[config.mk]
export PLATFORM = sky130hd
export DESIGN_NAME = swd_bit_engine
export DESIGN_NICKNAME = d
export VERILOG_FILES = /design/src/rtl/swd_pkg.sv /design/src/rtl/swd_phase_div.sv /design/src/rtl/swd_bit_engine.sv
export SDC_FILE = /design/constraint.sdc
export NUM_CORES = 1
export LEC_CHECK = 0
export BUFFER_PORTS_ARGS = -buffer_cell sky130_fd_sc_hd__buf_2
export CORE_MARGIN = 2
export CORE_UTILIZATION = 55
export CTS_CLUSTER_SIZE = 14
export DETAILED_ROUTE_END_ITERATION = 7
export MAX_ROUTING_LAYER = met4
export PLACE_DENSITY = 0.79
export RECOVER_POWER = 25
export SLEW_MARGIN = 20
export SYNTH_ARGS = -nofsm -noshare
export SYNTH_HDL_FRONTEND = slang
export SYNTH_HIERARCHICAL = 1
export SYNTH_SLANG_ARGS = --single-unit
[constraint.sdc]
create_clock -name clk -period 6.4 [get_ports clk]
set_input_delay 0.64 -clock clk [delete_from_list [all_inputs] [get_ports clk]]
set_output_delay 0.64 -clock clk [all_outputs]
set_load 0.1 [all_outputs]
[src/rtl/swd_pkg.sv]
// Shared types and constants for the SWD bit engine.
// The effective bit count maps 0 and anything above 8 onto a full byte.
package swd_pkg;

  typedef enum logic [1:0] {
    IDLE = 2'd0,
    LOW  = 2'd1,
    HIGH = 2'd2
  } swd_state_e;

  localparam int   SWD_MAX_BITS  = 8;
  localparam logic SWD_DIR_WRITE = 1'b0;
  localparam logic SWD_DIR_READ  = 1'b1;

  function automatic logic [3:0] swd_eff_nbits(input logic [3:0] n);
    if (n == 4'd0 || n > 4'(SWD_MAX_BITS)) begin
      return 4'(SWD_MAX_BITS);
    end
    return n;
  endfunction

endpackage

[src/rtl/swd_phase_div.sv]
// SWCLK phase counter: strobes last_cycle on the final clk cycle of each
// DIV-cycle phase and wraps to zero on every phase change.
module swd_phase_div #(
  parameter int DIV = 2
) (
  input  logic clk,
  input  logic clr_n,
  input  logic restart,
  input  logic en,
  output logic last_cycle
);

  localparam int            CW   = (DIV > 1) ? $clog2(DIV) : 1;
  localparam logic [CW-1:0] LAST = CW'(DIV - 1);

  logic [CW-1:0] cnt_reg;

  always_ff @(posedge clk or negedge clr_n) begin
    if (!clr_n) begin
      cnt_reg <= '0;
    end else if (restart || !en) begin
      cnt_reg <= '0;
    end else if (cnt_reg == LAST) begin
      cnt_reg <= '0;
    end else begin
      cnt_reg <= cnt_reg + 1'b1;
    end
  end

  assign last_cycle = en && (cnt_reg == LAST);

endmodule

[src/rtl/swd_bit_engine.sv]
// SWD bit engine: serialises up to 8 bits LSB-first on SWDIO (write) or
// samples them from SWDIO (read) while generating SWCLK from clk.
module swd_bit_engine
  import swd_pkg::*;
#(
  parameter int DIV = 2
) (
  input  logic       clk,
  input  logic       clr_n,
  input  logic       start,
  input  logic       dir,
  input  logic [3:0] nbits,
  input  logic [7:0] tx_data,
  input  logic       swdio_i,
  output logic [7:0] rx_data,
  output logic       busy,
  output logic       done,
  output logic       swclk,
  output logic       swdio_o,
  output logic       swdio_oe
);

  swd_state_e state_reg;
  logic [3:0] idx_reg;
  logic [3:0] idx_inc;
  logic [3:0] nbits_reg;
  logic       dir_reg;
  logic [7:0] tx_reg;
  logic [7:0] rx_reg;
  logic       busy_reg;
  logic       done_reg;
  logic       swclk_reg;
  logic       swdio_o_reg;
  logic       swdio_oe_reg;

  logic accept;
  logic phase_last;

  assign accept  = (state_reg == IDLE) && start;
  assign idx_inc = idx_reg + 4'd1;

  swd_phase_div #(
    .DIV(DIV)
  ) u_phase_div (
    .clk       (clk),
    .clr_n     (clr_n),
    .restart   (accept),
    .en        (state_reg != IDLE),
    .last_cycle(phase_last)
  );

  always_ff @(posedge clk or negedge clr_n) begin
    if (!clr_n) begin
      state_reg    <= IDLE;
      idx_reg      <= 4'd0;
      nbits_reg    <= 4'd0;
      dir_reg      <= SWD_DIR_WRITE;
      tx_reg       <= 8'h00;
      rx_reg       <= 8'h00;
      busy_reg     <= 1'b0;
      done_reg     <= 1'b0;
      swclk_reg    <= 1'b0;
      swdio_o_reg  <= 1'b0;
      swdio_oe_reg <= 1'b0;
    end else begin
      done_reg <= 1'b0;
      case (state_reg)
        IDLE: begin
          if (start) begin
            state_reg    <= LOW;
            dir_reg      <= dir;
            nbits_reg    <= swd_eff_nbits(nbits);
            tx_reg       <= tx_data;
            idx_reg      <= 4'd0;
            busy_reg     <= 1'b1;
            swclk_reg    <= 1'b0;
            swdio_oe_reg <= (dir == SWD_DIR_WRITE);
            swdio_o_reg  <= (dir == SWD_DIR_WRITE) ? tx_data[0] : 1'b0;
            if (dir == SWD_DIR_READ) begin
              rx_reg <= 8'h00;
            end
          end
        end
        LOW: begin
          if (phase_last) begin
            state_reg <= HIGH;
            swclk_reg <= 1'b1;
          end
        end
        HIGH: begin
          if (phase_last) begin
            idx_reg <= idx_inc;
            if (dir_reg == SWD_DIR_READ) begin
              rx_reg[idx_reg[2:0]] <= swdio_i;
            end
            if (idx_inc >= nbits_reg) begin
              state_reg    <= IDLE;
              busy_reg     <= 1'b0;
              done_reg     <= 1'b1;
              swclk_reg    <= 1'b0;
              swdio_oe_reg <= 1'b0;
              swdio_o_reg  <= 1'b0;
            end else begin
              // next bit's data is presented from its first LOW cycle
              state_reg   <= LOW;
              swclk_reg   <= 1'b0;
              swdio_o_reg <= (dir_reg == SWD_DIR_WRITE) ? tx_reg[idx_inc[2:0]] : 1'b0;
            end
          end
        end
        default: begin
          state_reg <= IDLE;
        end
      endcase
    end
  end

  assign rx_data  = rx_reg;
  assign busy     = busy_reg;
  assign done     = done_reg;
  assign swclk    = swclk_reg;
  assign swdio_o  = swdio_o_reg;
  assign swdio_oe = swdio_oe_reg;

endmodule

==> run metrics, run 1 <==
Cells after Synth 163; overall power 748 uW; Initial Util 57.0%; final cycle utilization of the critical path 38.5%; final design utilization 64.3%; YS warnings 6; fraction of layout cells with a size suffix above 1 26.9%; Slew Viols, Final 34; status complete, but fails checks; Crit Path Category reg2reg; Mapped Area 0.00173 mm^2; fin cells 237; Setup TNS 0 ns; cts bufs inserted 5; Vias 1262; count of clock tree sinks 33; failing checks max-capacitance violations, max-slew violations; min cycle time layout 2.46 ns; TritonCTS clock tree done; GR Util All Layers 22.5%; Setup crit start kind flip-flop; Placed Area 0.00189 mm^2; # port buffers 29; most frequent cells in the layout nand2_1 (41), dfrtp_1 (33), buf_2 (28), o21ai_0 (14), inv_1 (9); Leak 0.000965 uW; vias in the first global route 1234; CP Data Required Time 6.65 ns; worst r2r src idx_reg[0]; Max Fanout on Critical Path 16; drt drc 0; f_max 406 MHz; hold crit path type reg2reg; VDD IR-drop max 0.000169 V; max_cap viols 1; WL per Instance 14.0 um; flop and latch count out of synthesis 33; Die W 60.0 um; worst-margin pin slew 1.71 ns; site row count 20; IO Pins 30; initial antenna violation count 0; core area 0.00303 mm^2; Total Wirelength 3.32 mm; setup violators final 0; Die Area 0.00360 mm^2; fin nets 215; largest net degree at the start of global routing 34; clk_lat worst skew 0.33 ns; RSZ-0062 raised after global routing false; Die Y 60.0 um; syn avg cell area 10.6 um^2; Final ANT Viol Nets 0; CTS clock-pin slew for the worst setup and hold paths 0.09 ns; Via density 5.32; Synth cell types 43; ys async rst share 100%; final non-filler cell area 0.00195 mm^2; drt pass-1 iters 4; post-CTS resize count 0; first-iteration detailed-routing DRC count 64; pwr/cell area 385 mW/mm^2; area growth from synthesis to layout 12.7%; Most used DFF post-synth dfrtp_1; hold buffer count at cts 0; Worst EP arrival 2.71 ns; Final Hold Viols 0; min-delay src u_phase_div/cnt_reg; Longest Clk Path Bufs 2; Net Count, Synth 185; critical path startpoint idx_reg[0]; GPL Wtd Cong 0.923; Slew HR -13.7%; Root Buffer clkbuf_4; most common cell after layout, fill and taps aside nand2_1; H-tree level count 2; setup bufs post-CTS 0; hpwl dp 2.38 mm; grt ovf 0; clk_skew 0.00382 ns; first-pass GRT wire length 5.71 mm; Seq/Total Area, Yosys 47.8%; dpl cells 230; critical path capture point type flip-flop; Antenna diodes 0; EDFF count, synth 0
==> path summary, 6_finish.rpt <==
check / cells past startpoint / slack, ns / end
max: 8 / 3.94 / swdio_o
min: 1 / 0.45 / u_phase_div/cnt_reg
max reg2reg: 8 / 3.94 / swdio_o
min reg2reg: 1 / 0.45 / u_phase_div/cnt_reg
max in group asynchronous: 1 / 4.68 / rx_data[0]
min in group asynchronous: 1 / 0.73 / nbits_reg[3]
==> Yosys cell counts (2+ instances only) <==
cell | instances | area (um^2)
or3_1 | 2 | 12.5
and3b_1 | 2 | 17.5
clkbuf_1 | 3 | 11.3
inv_1 | 9 | 33.8
ha_1 | 5 | 62.6
nor3b_2 | 4 | 50.1
nand2_1 | 41 | 154
mux4_2 | 2 | 45.0
o31ai_1 | 2 | 15.0
nor3_1 | 2 | 10.0
nand3_1 | 3 | 15.0
o21ai_0 | 14 | 70.1
nand2b_1 | 2 | 12.5
a22o_1 | 2 | 17.5
nand3b_1 | 4 | 30.0
dfrtp_1 | 33 | 826
mux2i_1 | 7 | 70.1
==> area by class of cell <==
type                    instances  area, um^2
repair buffers                 29         144
fillers                       253        1080
flip-flops and latches         33         826
inverters                      10        50.0
clock buffers                   7        55.1
well taps                      44        55.1
multi-input cells             114         816
==> critical path, stage by stage (launching register included) <==
cell     delay [ns]
dfrtp_1        0.58
ha_1           0.33
xnor2_2        0.23
inv_1          0.09
ha_1           0.23
or3_1          0.37
o21ai_0        0.13
o21ai_1        0.15
o32ai_2        0.26
==> layer usage <==
layer / vias up / part of all wire [%] / global-route usage (%) / routed length (um)
li1: 619 / - / - / -
met1: 609 / 46 / 29.5 / 1510
met2: 25 / 48 / 32.6 / 1600
met3: 9 / 3.7 / 4.98 / 124
met4: 0 / 2.3 / 11.7 / 77
met5: - / 0 / - / 0
==> power by group <==
group | total, uW | internal (uW) | switching, uW
Combinational | 316 | 110 | 206
Sequential | 315 | 268 | 47.0
Clock | 118 | 51.8 | 66.4
Total | 748 | 429 | 319
==> through the flow <==
| step | hold WS [ns] | setup slack (ns) |
|---|---|---|
| after floorplan | 0.344 | 4.33 |
| after global placement | 0.431 | 4.09 |
| after detailed placement | 0.447 | 3.99 |
| after CTS | 0.368 | 3.95 |
| after global routing | 0.476 | 3.73 |
| final | 0.451 | 3.94 |
==> cell families (layout without fill, tap and decap cells) <==
kind of cell	Yosys count	after routing	synth area share [%]
buf+inv	16	46	4.93
xor+xnor	2	2	1.45
flops	33	33	47.8
compound gates	28	28	13.6
mux	9	9	6.67
simple gates	70	70	22.0
fa+ha+maj	5	5	3.62
Power figures use the tool's default switching activity.
==> inputs of run 2 (changes only) <==
==> constraint.sdc (replaced) <==
create_clock -name clk -period 2.3 [get_ports clk]
set_input_delay 0.23 -clock clk [delete_from_list [all_inputs] [get_ports clk]]
set_output_delay 0.23 -clock clk [all_outputs]
set_load 0.1 [all_outputs]
==> run 2 against run 1 <==
  * The flow still finishes with violations (max-capacitance violations, max-slew violations)
  * Power rose to 2.8 times the previous value
  * Sequential share of layout area fell by 0.86 points
  * Setup slack got worse by 3.8 ns
  * Count of clock-buffer cells in the layout did not move
  * Highest routed layer unchanged
==> run metrics, run 2 (synthesis results as in run 1) <==
failing checks max-capacitance violations, max-slew violations; grt ovf 0 (unchanged); pwr/cell area 1060 mW/mm^2 (+180%); TritonCTS clock tree done; clk_lat worst skew 0.34 ns (about the same); Slew HR -14.9% (-1.1 points); area growth from synthesis to layout 15.0%; drt pass-1 iters 4 (unchanged); Die W 60.0 um (unchanged); vias in the first global route 1320 (+7.0%); Slew Viols, Final 34 (unchanged); CTS clock-pin slew for the worst setup and hold paths 0.10 ns (about the same); GPL Wtd Cong 0.911 (-1.3%); r2r worst-path depth 8 (unchanged); Initial Util 57.0% (unchanged); worst r2r src idx_reg[1]; count of clock tree sinks 33 (unchanged); min cycle time layout 2.16 ns (-0.300 ns); RSZ-0062 raised after global routing false; Total Wirelength 3.29 mm (-0.78%); worst-margin pin slew 1.72 ns (+0.0172 ns); Vias 1293 (+2.5%); Crit Path Category reg2reg; fraction of layout cells with a size suffix above 1 28.3% (+1.3 points); most common cell after layout, fill and taps aside nand2_1; Die Area 0.00360 mm^2 (unchanged); GR Util All Layers 23.2% (+0.74 points); cts bufs inserted 5 (unchanged); worst r2r dst swdio_o; Die Y 60.0 um (unchanged); Antenna diodes 0 (unchanged); fin nets 220 (+2.3%); site row count 20 (unchanged); hold crit path type in2reg; Via density 5.34 (+0.34%); Setup crit start kind flip-flop; worst hold path cell count 3 (+2); DP Worst Slack 0.153 ns (-3.83 ns); WL per Instance 13.6 um (-2.8%); most frequent cells in the layout nand2_1 (41), dfrtp_1 (33), buf_2 (28), o21ai_0 (14), inv_1 (9); post-CTS resize count 0 (unchanged); overall power 2110 uW (+180%); max_cap viols 1 (unchanged); Worst EP arrival 2.41 ns (-0.30 ns); Setup TNS 0 ns (unchanged); first-iteration detailed-routing DRC count 38 (-41%); Final ANT Viol Nets 0 (unchanged); Leak 0.000989 uW (+2.4%); f_max 462 MHz (+14%); status complete, but fails checks; first-pass GRT wire length 5.84 mm (+2.3%); drt drc 0 (unchanged); largest net degree at the start of global routing 34 (unchanged); CP Data Required Time 2.54 ns (-4.11 ns); VDD IR-drop max 0.000531 V (+210%); initial antenna violation count 0 (unchanged); H-tree level count 2 (unchanged); IO Pins 30 (unchanged); min-delay src tx_data[2]; hpwl dp 2.49 mm (+4.7%); flop-to-flop setup slack 0.14 ns (-3.80 ns); Root Buffer clkbuf_4; final cycle utilization of the critical path 94.0% (+56 points); critical path capture point type flip-flop; dpl cells 234 (+1.7%); Worst Hold End tx_reg[2]; # port buffers 29 (unchanged); Max Fanout on Critical Path 5 (-11); fin cells 242 (+2.1%); Final Worst Setup Slack 0.138 ns (-3.80 ns); Final Hold Viols 0 (unchanged); core area 0.00303 mm^2 (unchanged); Hold WS 0.0798 ns (-0.371 ns); clk_skew 0.0107 ns (+0.00689 ns); setup violators final 0 (unchanged); Longest Clk Path Bufs 2 (unchanged)
[run 2: cell types whose count changed in the layout (fill, tap and decap cells not counted), sizes merged]
cell	delta
buf	+4
dlygate4sd3	+1
[run 2: worst max-delay path: stages, from the launching register on]
cell	delay, ns
dfrtp_1	0.46
ha_1	0.24
xnor2_2	0.16
inv_1	0.06
ha_1	0.22
or3_1	0.36
o21ai_0	0.13
o21ai_1	0.15
o32ai_2	0.28
[run 2: worst max path at each step]
stage | start | end | slack (ns) | depth (start not counted)
detailed placement | idx_reg[1] | swdio_o | 0.15 | 8
global placement | idx_reg[1] | swdio_o | 0.28 | 8
finish | idx_reg[1] | swdio_o | 0.14 | 8
CTS | idx_reg[1] | swdio_o | 0.13 | 8
floorplan | idx_reg[0] | swdio_o | 0.23 | 8
global route | idx_reg[1] | swdio_o | 0.003 | 8
[run 2: per-layer routing]
layer	wire, um	vias up	global-route usage [%]	part of all wire, %
li1	-	633	-	-
met1	1550	621	28.3	47
met2	1560	36	35.2	47
met3	152	3	8.66	4.6
met4	29	0	8.57	0.88
met5	0	-	-	0
[run 2: repair_timing]
action / 4_1_cts / 5_1_grt
setup buffers: 0 / 0
hold buffers: 1 / 0
hold endpoints to repair: 33 / 0
[run 2: power by group]
| group | internal [uW] | switching, uW |
|---|---|---|
| combinational | 321 | 606 |
| clock | 144 | 189 |
| sequential | 745 | 99.9 |
| total | 1210 | 895 |
[run 2: cell type report]
type	count	area (um^2)
timing repair buffer	34	184
inverter	10	50.0
tap	44	55.1
multi-input combinational	114	816
fill	242	1040
sequential	33	826
clock buffer	7	55.1
[run 2: metrics by stage]
step	cell area, um^2	utilization, %
final	1990	65.6
after global routing	1990	65.6
after CTS	1990	65.6
after detailed placement	1920	63.5
after global placement	1920	63.5
after floorplan	1730	-
==> inputs of run 3 (changes only) <==
--- a/config.mk
+++ b/config.mk
@@ -12,7 +12,7 @@
 export DETAILED_ROUTE_END_ITERATION = 7
 export MAX_ROUTING_LAYER = met4
 export PLACE_DENSITY = 0.79
-export RECOVER_POWER = 25
+export RECOVER_POWER = 50
 export SLEW_MARGIN = 20
 export SYNTH_ARGS = -nofsm -noshare
 export SYNTH_HDL_FRONTEND = slang
==> run 3 against run 2 <==
  * The run still ends with max-capacitance violations, max-slew violations left
  * Sequential share of layout area is 0.16 points higher
  * Sequential power barely moved
  * Via count unchanged
  * Utilization fell by 0.25 points
  * Cell count is the same
  * Register-to-register slack hardly changed
  * Wire length increased by 0.12%
  * Maximum frequency hardly changed
  * Flip-flop and latch count unchanged
  * First-iteration DRC count unchanged
  * Largest power group unchanged
==> run metrics, run 3 (synthesis results as in run 1) <==
status complete, but fails checks; failing checks max-capacitance violations, max-slew violations; site row count 20 (unchanged); clk_lat worst skew 0.34 ns (about the same); pwr/cell area 1060 mW/mm^2 (+0.32%); min-delay src tx_data[2]; Slew Viols, Final 34 (unchanged); setup bufs post-CTS 0 (unchanged); largest net degree at the start of global routing 34 (unchanged); cts bufs inserted 5 (unchanged); dpl cells 234 (unchanged); cells along the critical path ha_1 -> xnor2_2 -> inv_1 -> ha_1 -> or3_1 -> o21ai_0 -> o21ai_1 -> o32ai_2; worst r2r dst swdio_o; area growth from synthesis to layout 14.6%; count of clock tree sinks 33 (unchanged); Die Area 0.00360 mm^2 (unchanged); clk_skew 0.0107 ns (-0.000000200 ns); CP bufs+invs 1 (unchanged); worst setup path end swdio_o; CP Data Required Time 2.54 ns (about the same); Antenna diodes 0 (unchanged); RSZ-0062 raised after global routing false; hpwl dp 2.49 mm (unchanged); Slew HR -14.9% (about the same); crit-path leading delay family compound AO/OA/AOI/OAI gates; Max Fanout on Critical Path 5 (unchanged); Initial Util 57.0% (unchanged); final cycle utilization of the critical path 94.0% (about the same); max_cap viols 1 (unchanged); Total Wirelength 3.29 mm (+0.12%); first-iteration detailed-routing DRC count 38 (unchanged); fraction of layout cells with a size suffix above 1 25.3% (-3.0 points); critical path depth 8 (unchanged); Vias 1293 (unchanged); vias in the first global route 1320 (unchanged); Root Buffer clkbuf_4; fin nets 220 (unchanged); Setup TNS 0 ns (unchanged); hold crit path type in2reg; setup violators final 0 (unchanged); GPL Wtd Cong 0.911 (unchanged); most frequent cells in the layout nand2_1 (41), dfrtp_1 (33), buf_2 (22), o21ai_0 (14), inv_1 (9); most common cell after layout, fill and taps aside nand2_1; drt pass-1 iters 4 (unchanged); Hold WS 0.0799 ns (+0.0000248 ns); grt ovf 0 (unchanged); Final Hold Viols 0 (unchanged); IO Pins 30 (unchanged); r2r worst-path depth 8 (unchanged); initial antenna violation count 0 (unchanged); critical path startpoint idx_reg[1]; WL per Instance 13.6 um (+0.12%); final design utilization 65.3% (-0.25 points); # port buffers 29 (unchanged); core area 0.00303 mm^2 (unchanged); Crit Path Category reg2reg; critical path's slowest cell dfrtp_1; critical path's largest stage delay 0.46 ns (about the same); CTS clock-pin slew for the worst setup and hold paths 0.10 ns (about the same); Die W 60.0 um (unchanged); critical path capture point type flip-flop; f_max 462 MHz (about the same); flop-to-flop setup slack 0.14 ns (about the same); overall power 2100 uW (about the same); Die Y 60.0 um (unchanged); Worst EP arrival 2.41 ns (about the same); worst r2r src idx_reg[1]; TritonCTS clock tree done; fin cells 242 (unchanged); Via density 5.34 (unchanged); min cycle time layout 2.16 ns (-0.0000170 ns); Leak 0.000966 uW (-2.3%); crit-path most repeated cell ha_1; drt drc 0 (unchanged); Longest Clk Path Bufs 2 (unchanged); H-tree level count 2 (unchanged); Setup crit start kind flip-flop; worst-margin pin slew 1.72 ns (+0.0000727 ns); Final ANT Viol Nets 0 (unchanged); VDD IR-drop max 0.000529 V (-0.32%); GR Util All Layers 23.2% (unchanged); first-pass GRT wire length 5.84 mm (unchanged)
-- run 3: changes by cell type in the layout (fill, tap and decap cells not counted), sizes merged --
cell / before / now
buf: 32 / 26
clkbuf: 8 / 14
-- run 3: cell type report --
cell class	instances	area (um^2)
Fill cell	244	1050
Tap cell	44	55.1
Timing Repair Buffer	34	176
Clock buffer	7	55.1
Inverter	10	50.0
Multi-Input combinational cell	114	816
Sequential cell	33	826
-- run 3: worst reg2reg max path, cell delays in order (launching register included) --
cell     delay [ns]
dfrtp_1        0.46
ha_1           0.24
xnor2_2        0.16
inv_1          0.06
ha_1           0.22
or3_1          0.36
o21ai_0        0.13
o21ai_1        0.15
o32ai_2        0.28
-- run 3: power by group --
part	leakage (uW)	switching (uW)	internal [uW]
Clock	0.0000314	189	144
Combinational	0.000506	607	319
Sequential	0.000428	100	745
Total	0.000966	895	1210
-- run 3: worst min-delay path by stage --
stage,end,depth (start not counted)
floorplan,busy,0
detailed placement,swdio_o,1
finish,tx_reg[2],3
global route,tx_reg[2],3
CTS,tx_reg[2],3
global placement,nbits_reg[1],1
-- run 3: metrics by stage --
stage | setup WS (ns) | area, um^2
2_1_floorplan | 0.231 | 1730
3_3_place_gp | 0.285 | 1920
3_5_place_dp | 0.153 | 1920
4_1_cts | 0.126 | 1990
5_1_grt | 0.00305 | 1980
6_report | 0.138 | 1980
-- run 3: repair_timing --
action,CTS,global route
resized for setup,0,0
hold endpoints to repair,33,0
hold buffers,1,0
-- run 3: routing by layer --
metal	GRT usage [%]	vias up	share of wire (%)	wire [um]
met5	-	-	0	0
met4	8.57	0	0.88	29
met3	8.66	3	4.6	152
met2	35.2	36	47	1560
met1	28.3	622	47	1550
li1	-	632	-	-
